<file path="config.mk">
export PLATFORM = sky130hd
export DESIGN_NAME = train_sequencer
export DESIGN_NICKNAME = d
export VERILOG_FILES = /design/src/rtl/train_pkg.sv /design/src/rtl/train_sequencer_seg_timer.sv /design/src/rtl/train_sequencer.sv
export SDC_FILE = /design/constraint.sdc
export NUM_CORES = 1
export LEC_CHECK = 0
export ABC_AREA = 1
export CORE_ASPECT_RATIO = 1.4
export CORE_MARGIN = 10
export CORE_UTILIZATION = 45
export CTS_CLUSTER_DIAMETER = 60
export DETAILED_ROUTE_END_ITERATION = 12
export HOLD_SLACK_MARGIN = 0.15
export PLACE_DENSITY = 0.75
export SYNTH_ARGS = -nofsm -noshare
export SYNTH_HDL_FRONTEND = slang
export SYNTH_SLANG_ARGS = --single-unit
</file>
<file path="constraint.sdc">
create_clock -name clk -period 5.9 [get_ports clk]
set_input_delay 1.18 -clock clk [delete_from_list [all_inputs] [get_ports clk]]
set_output_delay 1.18 -clock clk [all_outputs]
set_load 0.01 [all_outputs]
</file>
<file path="src/rtl/train_pkg.sv">
// Shared definitions for the train-tracking controller: state codes,
// sensor bit positions and a saturating adder used on the time path.
package train_pkg;

  localparam int TW_DEF = 19;

  typedef enum logic [3:0] {
    ST_IDLE  = 4'd0,
    ST_S1    = 4'd1,
    ST_S2    = 4'd2,
    ST_S3    = 4'd3,
    ST_S4    = 4'd4,
    ST_S5    = 4'd5,
    ST_S6    = 4'd6,
    ST_FAULT = 4'hF
  } state_t;

  localparam int SENS_S1 = 0;
  localparam int SENS_S2 = 1;
  localparam int SENS_S3 = 2;
  localparam int SENS_S4 = 3;
  localparam int SENS_S5 = 4;
  localparam int SENS_S6 = 5;

  // a + b clamped to 2^w-1; operands are zero-extended values of width w (w <= 32)
  function automatic logic [31:0] sat_add(input logic [31:0] a, input logic [31:0] b,
                                          input int w);
    logic [32:0] sum;
    logic [32:0] max_v;
    sum   = {1'b0, a} + {1'b0, b};
    max_v = (33'd1 << w) - 33'd1;
    if (sum > max_v) begin
      return max_v[31:0];
    end
    return sum[31:0];
  endfunction

endpackage

</file>
<file path="src/rtl/train_sequencer_seg_timer.sv">
// Segment elapsed-time counter: clears on request, counts while enabled,
// sticks at all-ones, and flags when the count equals the active limit.
module seg_timer
  import train_pkg::*;
#(
  parameter int TW = TW_DEF
) (
  input  logic          clk,
  input  logic          rst,
  input  logic          clr,
  input  logic          en,
  input  logic [TW-1:0] limit,
  output logic [TW-1:0] elapsed,
  output logic          hit
);

  // Count up with saturation; a held (not enabled) count models the frozen fault timer
  always_ff @(posedge clk) begin
    if (rst) begin
      elapsed <= '0;
    end else if (clr) begin
      elapsed <= '0;
    end else if (en && (elapsed != '1)) begin
      elapsed <= elapsed + TW'(1);
    end
  end

  assign hit = (elapsed == limit);

endmodule

</file>
<file path="src/rtl/train_sequencer.sv">
// Central train-tracking controller: follows the train across S1..S6,
// measures each segment, supervises it against a timeout and flags faults.
//
// state    | meaning
// ST_IDLE  | waiting for S1
// ST_S1-S5 | last sensor seen was Sk, timing segment towards S(k+1)
// ST_S6    | train passed S6, holding before returning to idle
// ST_FAULT | timeout or out-of-order sensor, waiting for fault_clr
module train_sequencer
  import train_pkg::*;
#(
  parameter int TW     = TW_DEF,
  parameter int MARGIN = 1000,
  parameter int HOLD   = 4
) (
  input  logic          clk,
  input  logic          rst,
  input  logic [5:0]    sensor,
  input  logic [TW-1:0] param_time,
  input  logic          pred_valid,
  input  logic [TW-1:0] pred_time,
  input  logic          fault_clr,
  output logic [3:0]    present_state,
  output logic          meas_valid,
  output logic [TW-1:0] meas_time,
  output logic [TW-1:0] tout,
  output logic          alarm
);

  state_t        state;
  logic [TW-1:0] pred_reg;
  logic          pred_ok;
  logic [TW-1:0] elapsed;
  logic          tout_hit;

  logic          seg_state;
  logic [5:0]    exp_mask;
  logic [5:0]    own_mask;
  logic          exp_seen;
  logic          other_seen;
  logic          timeout;
  logic          bad_seq;
  logic          advance;
  logic          hold_done;
  logic          timer_clr;
  logic          timer_en;
  logic [TW-1:0] sel_time;
  logic [TW-1:0] tout_calc;
  logic [TW-1:0] meas_next;

  // Segment decode: which sensor is expected, what counts as out of order, and timer control
  always_comb begin
    seg_state  = (state >= ST_S1) && (state <= ST_S5);
    exp_mask   = 6'd1 << state[2:0];
    own_mask   = exp_mask >> 1;
    exp_seen   = |(sensor & exp_mask);
    other_seen = |(sensor & ~(exp_mask | own_mask));
    // timeout wins over a sensor arriving in the same cycle
    timeout    = seg_state && tout_hit;
    bad_seq    = seg_state && !timeout && other_seen;
    advance    = seg_state && !timeout && !other_seen && exp_seen;
    hold_done  = (state == ST_S6) && (elapsed == TW'(HOLD - 1));
    timer_clr  = (state == ST_IDLE) || advance || hold_done;
    timer_en   = seg_state || (state == ST_S6);
    sel_time   = pred_ok ? pred_reg : param_time;
    tout_calc  = TW'(sat_add(32'(sel_time), 32'(MARGIN), TW));
    meas_next  = TW'(sat_add(32'(elapsed), 32'd1, TW));
  end

  assign tout          = seg_state ? tout_calc : '0;
  assign present_state = state;

  seg_timer #(
    .TW(TW)
  ) u_seg_timer (
    .clk     (clk),
    .rst     (rst),
    .clr     (timer_clr),
    .en      (timer_en),
    .limit   (tout),
    .elapsed (elapsed),
    .hit     (tout_hit)
  );

  // Sequencing FSM with registered strobe, measurement, alarm and prediction capture
  always_ff @(posedge clk) begin
    if (rst) begin
      state      <= ST_IDLE;
      meas_valid <= 1'b0;
      meas_time  <= '0;
      alarm      <= 1'b0;
      pred_reg   <= '0;
      pred_ok    <= 1'b0;
    end else begin
      meas_valid <= 1'b0;
      if (pred_valid) begin
        pred_reg <= pred_time;
        pred_ok  <= 1'b1;
      end
      case (state)
        ST_IDLE: begin
          if (sensor[SENS_S1]) begin
            state <= ST_S1;
          end
        end
        ST_S1, ST_S2, ST_S3, ST_S4, ST_S5: begin
          if (timeout || bad_seq) begin
            state <= ST_FAULT;
            alarm <= 1'b1;
          end else if (advance) begin
            state      <= state_t'(state + 4'd1);
            meas_valid <= 1'b1;
            meas_time  <= meas_next;
          end
        end
        ST_S6: begin
          if (hold_done) begin
            state <= ST_IDLE;
          end
        end
        ST_FAULT: begin
          if (fault_clr) begin
            state <= ST_IDLE;
            alarm <= 1'b0;
          end
        end
        default: begin
          state <= ST_FAULT;
          alarm <= 1'b1;
        end
      endcase
    end
  end

endmodule

</file>
==> results of run 1 <==
## kinds of logic (layout without fill, tap and decap cells)
kind of cell	count (synthesis)	count (layout)	synth area share
xor gates and xnor gates	16	16	0.0320
DFF	64	64	0.292
AOI/OAI and AO/OA	93	93	0.124
muxes	3	3	0.00686
and+or+nand+nor	406	406	0.407
adders and majority gates	8	8	0.0229
buffers and inverters	123	208	0.115
## layer usage
layer	up-vias	part of all wire	global-route usage
met5	-	0	0
met4	0	0.030	0.0868
met3	31	0.053	0.0323
met2	137	0.50	0.321
met1	2047	0.42	0.213
li1	2425	-	-
## power breakdown
group	switching [mW]	leakage (nW)	internal, mW
Clock	0.194	0.170	0.424
Combinational	0.624	1.95	0.383
Sequential	0.0352	0.523	0.472
Total	0.853	2.65	1.28
## worst paths after layout
| check | from | to | slack, ps | cells past startpoint |
|---|---|---|---|---|
| setup / recovery | param_time[3] | tout[8] | 1350 | 11 |
| setup reg to reg | pred_ok$_SDFFE_PP0P_ | meas_time[13]$_SDFFE_PP0P_ | 2110 | 20 |
| hold reg to reg | pred_reg[17]$_SDFFE_PP0P_ | pred_reg[17]$_SDFFE_PP0P_ | 470 | 2 |
| hold / removal | pred_reg[17]$_SDFFE_PP0P_ | pred_reg[17]$_SDFFE_PP0P_ | 470 | 2 |
## per-stage QoR
stage           util  instances  hold slack, ps  worst slack, ps  total power, mW
3_5_place_dp   0.563        914             464             1330             1.52
5_1_grt        0.599        930             492             1110             2.28
3_3_place_gp   0.563        914             445             1390             1.51
4_1_cts        0.599        930             472             1330             2.14
6_report       0.599        930             468             1350             2.13
2_1_floorplan      -        713             434             2400             1.16
## final cells by class
cell class,count,area [um2],area share
sequential,64,1280,0.225
inverter,97,364,0.0639
clock buffer,11,243,0.0426
timing repair buffer,95,941,0.165
tap,132,165,0.0290
multi-input combinational,526,2600,0.456
clock inverter,5,104,0.0182
## placed cells by master (no fill, tap or decap), drive strengths merged
master,synthesis,routed
mux2i,3,3
o2111ai,1,1
a21oi,29,29
o21bai,1,1
o221a,1,1
nor3,17,17
dfxtp,64,64
clkinv,2,4
inv,95,95
nand3b,5,5
o22ai,1,1
nor2,87,87
a2111oi,1,1
nand4,8,8
or2,7,7
nor4,7,7
nand2,224,224
o21ai,45,45
clkdlybuf4s50,0,91
clkbuf,12,11
a31oi,12,12
buf,14,4
xor2,16,16
ha,8,8
bufinv,0,3
a211oi,1,1
o221ai,1,1
nand3,51,51
## worst min-delay path, cell delays in order (launching register included)
cell     delay [ps]
dfxtp_1         300
inv_1            60
a21oi_1          60
==> results.ini, run 1 <==
[clocking]
cts_tree = yes
htree_levels = 3
clock_latency_ps = 330
path_clk_slew_ps = 50
cts_buffers = 9
hold_buffers = 0
clk_path_buf_depth = 2
cts_root_buf = clkbuf_16
cts.sinks = 64
post_cts_buffers = 0
ctsResizeCount = 0

[logic_synthesis]
synth.top_cell.area_share = 0.292
ys_seq_area_frac = 0.292
yosysTopAreaCell = dfxtp_1
netlist_area_um2 = 4380
synthTopCellsByArea = dfxtp_1, nand2_1, inv_1, nor2_1, nand3_1
ys_top_cells_by_count = nand2_1, inv_1, nor2_1
syn-num-nets = 769
synth_cell_types = 40
synth_warnings = 0
synthesis.instances = 713
ys_seq_elements = 64
synth_edf_count = 0
synth_top_flop_cell = dfxtp_1
async_flop_share = 0
post-synth-top-count-cell = nand2_1
syn_avg_cell_area_um2 = 6.14

[cells_and_area]
layout.nets = 849
drive_gt1_frac = 0.0677
antenna_cells = 0
n_fill_cell = 921
fin_area_um2 = 5700
area_growth_pct = 30.1

[placement]
hpwlAfterDp_um = 10100
gp_congestion = 0.920
io_buffer_count = 91
placed_area_um2 = 5350

[power_and_ir_drop]
p_per_area_nw_per_um2 = 374
p_leak_nw = 2.65
peakVddDrop_mv = 0.213

[floorplan]
core_area_um2 = 9510
fp.dieH_um = 137
rows = 42
start_util = 0.461
die_area_um2 = 14100
die_w_um = 103
ios = 92

[drt]
via_per_inst = 4.99
drc = 0
routed_wl_um = 12900
firstDrtPassIters = 5
vias = 4640
postRouteAntennaNets = 0
post_drt_wl_per_cell_um = 13.9
first_iter_violations = 274

[grt]
antenna_found_initial = 0
grt_max_degree = 44
grt_pass1_wl_um = 21000
grt.total_usage = 0.185
overflow = 0
first_global_vias = 4440

[worst_setup_path]
crit_top_cell = nand2_1
crit_arrival_ps = 3370
cp_slowest_stage_delay_ps = 540
cp.required_ps = 4720
cp_max_fo = 16
cp_slowest_cell = clkdlybuf4s50_1
crit_buf_inv = 3
start_kind = input port
worstPathCellList = clkdlybuf4s50_1, nand2_1, nand2_1, ha_1, nor2_4, nand3_4, nand3_4, nand3_1, nand2_1, inv_1, clkdlybuf4s50_1
endpoint_kind = primary output
cp_top_family = buffers and inverters
critPathKind = in -> out

[sta]
relSlewSlack = 0.231
slew_viol_final = 0
setup_viol = 0
fin_skew_ps = 8.09
post-route-period-util = 0.771
hold_viol_final = 0
rsz0062_at_grt = no
max_freq_ghz = 0.220
timing.setup.tns_ps = 0
worst_pin_slew_ps = 1140
period_needed_ps = 4550

[flow_run]
timing.max_cap.violations = 0

[outcome]
status = finished clean

[min_path]
hp-class = reg -> reg

(Power assumes the default switching activity.)
==> run 2, diff against run 1 <==
--- a/config.mk
+++ b/config.mk
@@ -12,7 +12,7 @@
 export CTS_CLUSTER_DIAMETER = 60
 export DETAILED_ROUTE_END_ITERATION = 12
 export HOLD_SLACK_MARGIN = 0.15
-export PLACE_DENSITY = 0.75
+export PLACE_DENSITY = 0.78
 export SYNTH_ARGS = -nofsm -noshare
 export SYNTH_HDL_FRONTEND = slang
 export SYNTH_SLANG_ARGS = --single-unit
==> constraint.sdc (replaced) <==
create_clock -name clk -period 3.81 [get_ports clk]
set_input_delay 0.762 -clock clk [delete_from_list [all_inputs] [get_ports clk]]
set_output_delay 0.762 -clock clk [all_outputs]
set_load 0.01 [all_outputs]
==> run 2 against run 1 <==
  * Die area is the same
  * Critical path type unchanged
  * Largest power group unchanged
  * Largest cell class unchanged
  * Via count grew 1.3%
  * Flip-flop and latch count is the same
==> results.ini, run 2 (same netlist as run 1, synthesis figures left out) <==
[sta]
worst_pin_slew_ps = 904
max_freq_ghz = 0.271
whs_ps = 471
fin_ws_ps = 126
fin_skew_ps = 6.45
hold_viol_final = 0
post-route-period-util = 0.967
rsz0062_at_grt = no
slew_viol_final = 0
setup_viol = 0
relSlewSlack = 0.381
period_needed_ps = 3680
timing.setup.tns_ps = 0

[clocking]
cts_tree = yes
cts_root_buf = clkbuf_16
cts_buffers = 9
clock_latency_ps = 340
clk_path_buf_depth = 2
cts.sinks = 64
hold_buffers = 0
path_clk_slew_ps = 60
htree_levels = 3

[drt]
via_per_inst = 5.02
firstDrtPassIters = 4
first_iter_violations = 291
post_drt_wl_per_cell_um = 14.3
postRouteAntennaNets = 0
drc = 0
routed_wl_um = 13400
vias = 4700

[floorplan]
rows = 42
die_area_um2 = 14100
start_util = 0.461
ios = 92
core_area_um2 = 9510
fp.dieH_um = 137
die_w_um = 103

[grt]
grt.total_usage = 0.193
antenna_found_initial = 0
overflow = 0
grt_pass1_wl_um = 21800
first_global_vias = 4671
grt_max_degree = 39

[outcome]
status = finished clean

[placement]
io_buffer_count = 91
dp.cells = 919
pre_cts_slack_ps = -21.6
gp_congestion = 0.927
hpwlAfterDp_um = 10600
placed_area_um2 = 5420

[cells_and_area]
final_cells = 936
final_cell_mix = nand2_1, inv_1, clkdlybuf4s50_1, nor2_1, dfxtp_1
layout_commonest_cell = nand2_1
final_util = 0.602
fin_area_um2 = 5730
area_growth_pct = 30.7
drive_gt1_frac = 0.0784
antenna_cells = 0
layout.nets = 855

[flow_run]
timing.max_cap.violations = 0

[power_and_ir_drop]
peakVddDrop_mv = 0.244
p_per_area_nw_per_um2 = 558
fin_total_pwr_mw = 3.20
p_leak_nw = 2.65

[worst_setup_path]
start_kind = input port
cp_slowest_stage_delay_ps = 540
critPathKind = in -> out
crit_top_cell = nand2_1
worst_r2r_path_depth = 20
cp.required_ps = 3050
r2r_setup_slack_ps = 480
reg2reg_to = meas_time[12]$_SDFFE_PP0P_
crit_start = param_time[3]
cp_max_fo = 11
crit_end = tout[4]
reg2reg_from = pred_ok$_SDFFE_PP0P_
cp_slowest_cell = clkdlybuf4s50_1
crit_arrival_ps = 2920
endpoint_kind = primary output
worstPathCellList = clkdlybuf4s50_1, nand2_1, nand2_1, ha_1, nor2_4, nand3_4, nand3_2, nand2_1, nand2_1, inv_1, clkdlybuf4s50_1

[min_path]
hp-class = reg -> reg
hold-path-cell-count = 2

-- run 2: cell types whose count changed in the layout (fill, tap and decap cells not counted), sizes merged --
cell,before,now
buf,4,9
clkinvlp,0,2
clkbuf,11,9
bufinv,3,1
nand3,51,52
clkinv,4,6
-- run 2: worst min path at each step --
| stage | from | endpoint | slack, ps |
|---|---|---|---|
| 6_report | pred_reg[17]$_SDFFE_PP0P_ | pred_reg[17]$_SDFFE_PP0P_ | 470 |
| 5_1_grt | pred_reg[17]$_SDFFE_PP0P_ | pred_reg[17]$_SDFFE_PP0P_ | 490 |
| 3_3_place_gp | pred_reg[17]$_SDFFE_PP0P_ | pred_reg[17]$_SDFFE_PP0P_ | 450 |
| 4_1_cts | pred_reg[8]$_SDFFE_PP0P_ | pred_reg[8]$_SDFFE_PP0P_ | 470 |
| 3_5_place_dp | pred_reg[8]$_SDFFE_PP0P_ | pred_reg[8]$_SDFFE_PP0P_ | 460 |
| 2_1_floorplan | pred_reg[17]$_SDFFE_PP0P_ | pred_reg[17]$_SDFFE_PP0P_ | 430 |
-- run 2: layer usage --
layer | track usage | share of wire | vias up
li1 | - | - | 2441
met1 | 0.203 | 0.40 | 2117
met2 | 0.345 | 0.52 | 115
met3 | 0.0434 | 0.051 | 27
met4 | 0.102 | 0.032 | 0
met5 | 0 | 0 | -
-- run 2: cell type report --
type                    instances  area, um2
clock buffers                   9        225
clock inverters                 7       72.6
fillers                       973       3780
inverters                      97        364
multi-input cells             527       2610
flip-flops and latches         64       1280
well taps                     132        165
repair buffers                100       1000
-- run 2: repair_timing --
item | CTS | global route
gates resized for setup | 0 | 3
hold endpoints to repair | 0 | 0
endpoints found under the setup margin | 0 | 30
setup buffers | 0 | 0
-- run 2: power breakdown --
| part | total (mW) | internal (mW) | switching [mW] |
|---|---|---|---|
| Clock | 0.836 | 0.506 | 0.331 |
| Sequential | 0.789 | 0.730 | 0.0587 |
| Combinational | 1.57 | 0.612 | 0.959 |
-- run 2: worst max-delay path, delay by kind of cell --
| kind | cells | cell delay, ps |
|---|---|---|
| simple gates | 7 | 840 |
| buf+inv | 3 | 1080 |
| fa+ha+maj | 1 | 230 |
==> run 3, diff against run 2 <==
--- a/config.mk
+++ b/config.mk
@@ -12,7 +12,7 @@
 export CTS_CLUSTER_DIAMETER = 60
 export DETAILED_ROUTE_END_ITERATION = 12
 export HOLD_SLACK_MARGIN = 0.15
-export PLACE_DENSITY = 0.78
+export PLACE_DENSITY = 0.76
 export SYNTH_ARGS = -nofsm -noshare
 export SYNTH_HDL_FRONTEND = slang
 export SYNTH_SLANG_ARGS = --single-unit
==> run 3 against run 2 <==
  * Flip-flop and latch count stayed put
  * Highest routed layer unchanged
  * Sequential share of layout area is 0.23 points lower
  * Count of clock-buffer cells in the layout stayed put
  * Critical endpoint is now tout[15]
  * Critical path depth stayed put
  * Sequential power is 0.5% lower
==> results.ini, run 3 (same netlist as run 1, synthesis figures left out) <==
[outcome]
status = finished clean

[placement]
io_buffer_count = 91
hpwlAfterDp_um = 10600
gp_congestion = 0.932

[sta]
post-route-period-util = 0.960
fin_skew_ps = 5.10
setup_viol = 0
hold_viol_final = 0
timing.setup.tns_ps = 0
slew_viol_final = 0
period_needed_ps = 3660
worst_pin_slew_ps = 770
relSlewSlack = 0.474
max_freq_ghz = 0.273
rsz0062_at_grt = no

[cells_and_area]
drive_gt1_frac = 0.0830
layout.nets = 858
final_cell_mix = nand2_1, inv_1, clkdlybuf4s50_1, nor2_1, dfxtp_1
antenna_cells = 0
layout_commonest_cell = nand2_1
area_growth_pct = 32.1

[clocking]
cts.sinks = 64
path_clk_slew_ps = 50
clk_path_buf_depth = 2
cts_tree = yes
cts_buffers = 9
cts_root_buf = clkbuf_16
clock_latency_ps = 340
post_cts_buffers = 0
htree_levels = 3
hold_buffers = 0

[min_path]
hp-class = reg -> reg
hp-start = pred_reg[17]$_SDFFE_PP0P_

[worst_setup_path]
cp_slowest_stage_delay_ps = 540
start_kind = input port
endpoint_kind = primary output
worstPathCellList = clkdlybuf4s50_1, nand2_1, nand2_1, ha_2, nor2_4, nand3_4, nand2_1, o21bai_1, nand3_1, inv_1, clkdlybuf4s50_1
cp_max_fo = 11
crit_top_cell = nand2_1
crit_arrival_ps = 2890
cp.required_ps = 3050
reg2reg_from = present_state[0]$_SDFFE_PP0P_
critPathKind = in -> out
cp_slowest_cell = clkdlybuf4s50_1
crit_start = param_time[4]

[floorplan]
ios = 92
core_area_um2 = 9510
start_util = 0.461
die_w_um = 103
fp.dieH_um = 137
rows = 42
die_area_um2 = 14100

[drt]
postRouteAntennaNets = 0
vias = 4717
routed_wl_um = 13200
drc = 0
via_per_inst = 5.02
firstDrtPassIters = 4
post_drt_wl_per_cell_um = 14.1
first_iter_violations = 216

[grt]
grt_max_degree = 27
first_global_vias = 4679
grt_pass1_wl_um = 21900
grt.total_usage = 0.194
overflow = 0
antenna_found_initial = 0

[power_and_ir_drop]
peakVddDrop_mv = 0.262
p_leak_nw = 2.68
p_per_area_nw_per_um2 = 571
fin_total_pwr_mw = 3.30

[flow_run]
timing.max_cap.violations = 0

-- run 3: changes by cell type in the layout (fill, tap and decap cells not counted) --
cell,delta
nand3_4,+1
clkinv_4,+1
buf_4,+3
nand3_1,-1
nand2_1,+1
clkinvlp_4,-2
bufinv_16,+1
nand2_2,-1
ha_2,+1
ha_1,-1
-- run 3: where the power goes --
group          switching (mW)  internal (mW)  leakage, nW
clock network           0.316          0.573        0.159
registers              0.0547          0.730        0.523
logic                   0.974          0.655         2.00
total                    1.34           1.96         2.68
-- run 3: area by class of cell --
type                            instances  area [um2]
Multi-Input combinational cell        527        2630
Clock buffer                            9         225
Sequential cell                        64        1280
Inverter                               97         364
Fill cell                             945        3730
Timing Repair Buffer                  103        1030
Tap cell                              132         165
Clock inverter                          7        96.3
-- run 3: timing repair --
action | in CTS | in global routing
gates resized for setup | 0 | 5
setup endpoints to repair | 0 | 13
hold endpoints to repair | 0 | 0
-- run 3: worst max-delay path: cells and delay by family --
kind	cells	cell delay, ps
buffers and inverters	3	1110
and+or+nand+nor	6	630
adders and majority gates	1	220
AOI/OAI and AO/OA	1	180
-- run 3: final timing paths --
path	endpoint	slack [ps]	cells after the start
max	tout[15]	150	11
min	pred_reg[17]$_SDFFE_PP0P_	450	2
max reg2reg	meas_time[5]$_SDFFE_PP0P_	590	19
min reg2reg	pred_reg[17]$_SDFFE_PP0P_	450	2
-- run 3: through the flow --
step / std cells / hold slack, ps / instance area, um2 / util / worst slack (ps)
after floorplan: 713 / 434 / 4380 / - / 921
after global placement: 922 / 446 / 5440 / 0.572 / 103
after detailed placement: 922 / 449 / 5440 / 0.572 / 7.48
after CTS: 938 / 457 / 5760 / 0.605 / 82.9
after global routing: 939 / 483 / 5790 / 0.608 / 4.81
final: 939 / 453 / 5790 / 0.608 / 153
-- run 3: per-layer routing --
metal | global-route usage | routed length [um] | vias up
met2 | 0.347 | 6810 | 116
li1 | - | - | 2446
met5 | 0 | 0 | -
met1 | 0.206 | 5370 | 2126
met4 | 0.0977 | 438 | 0
met3 | 0.0414 | 626 | 29
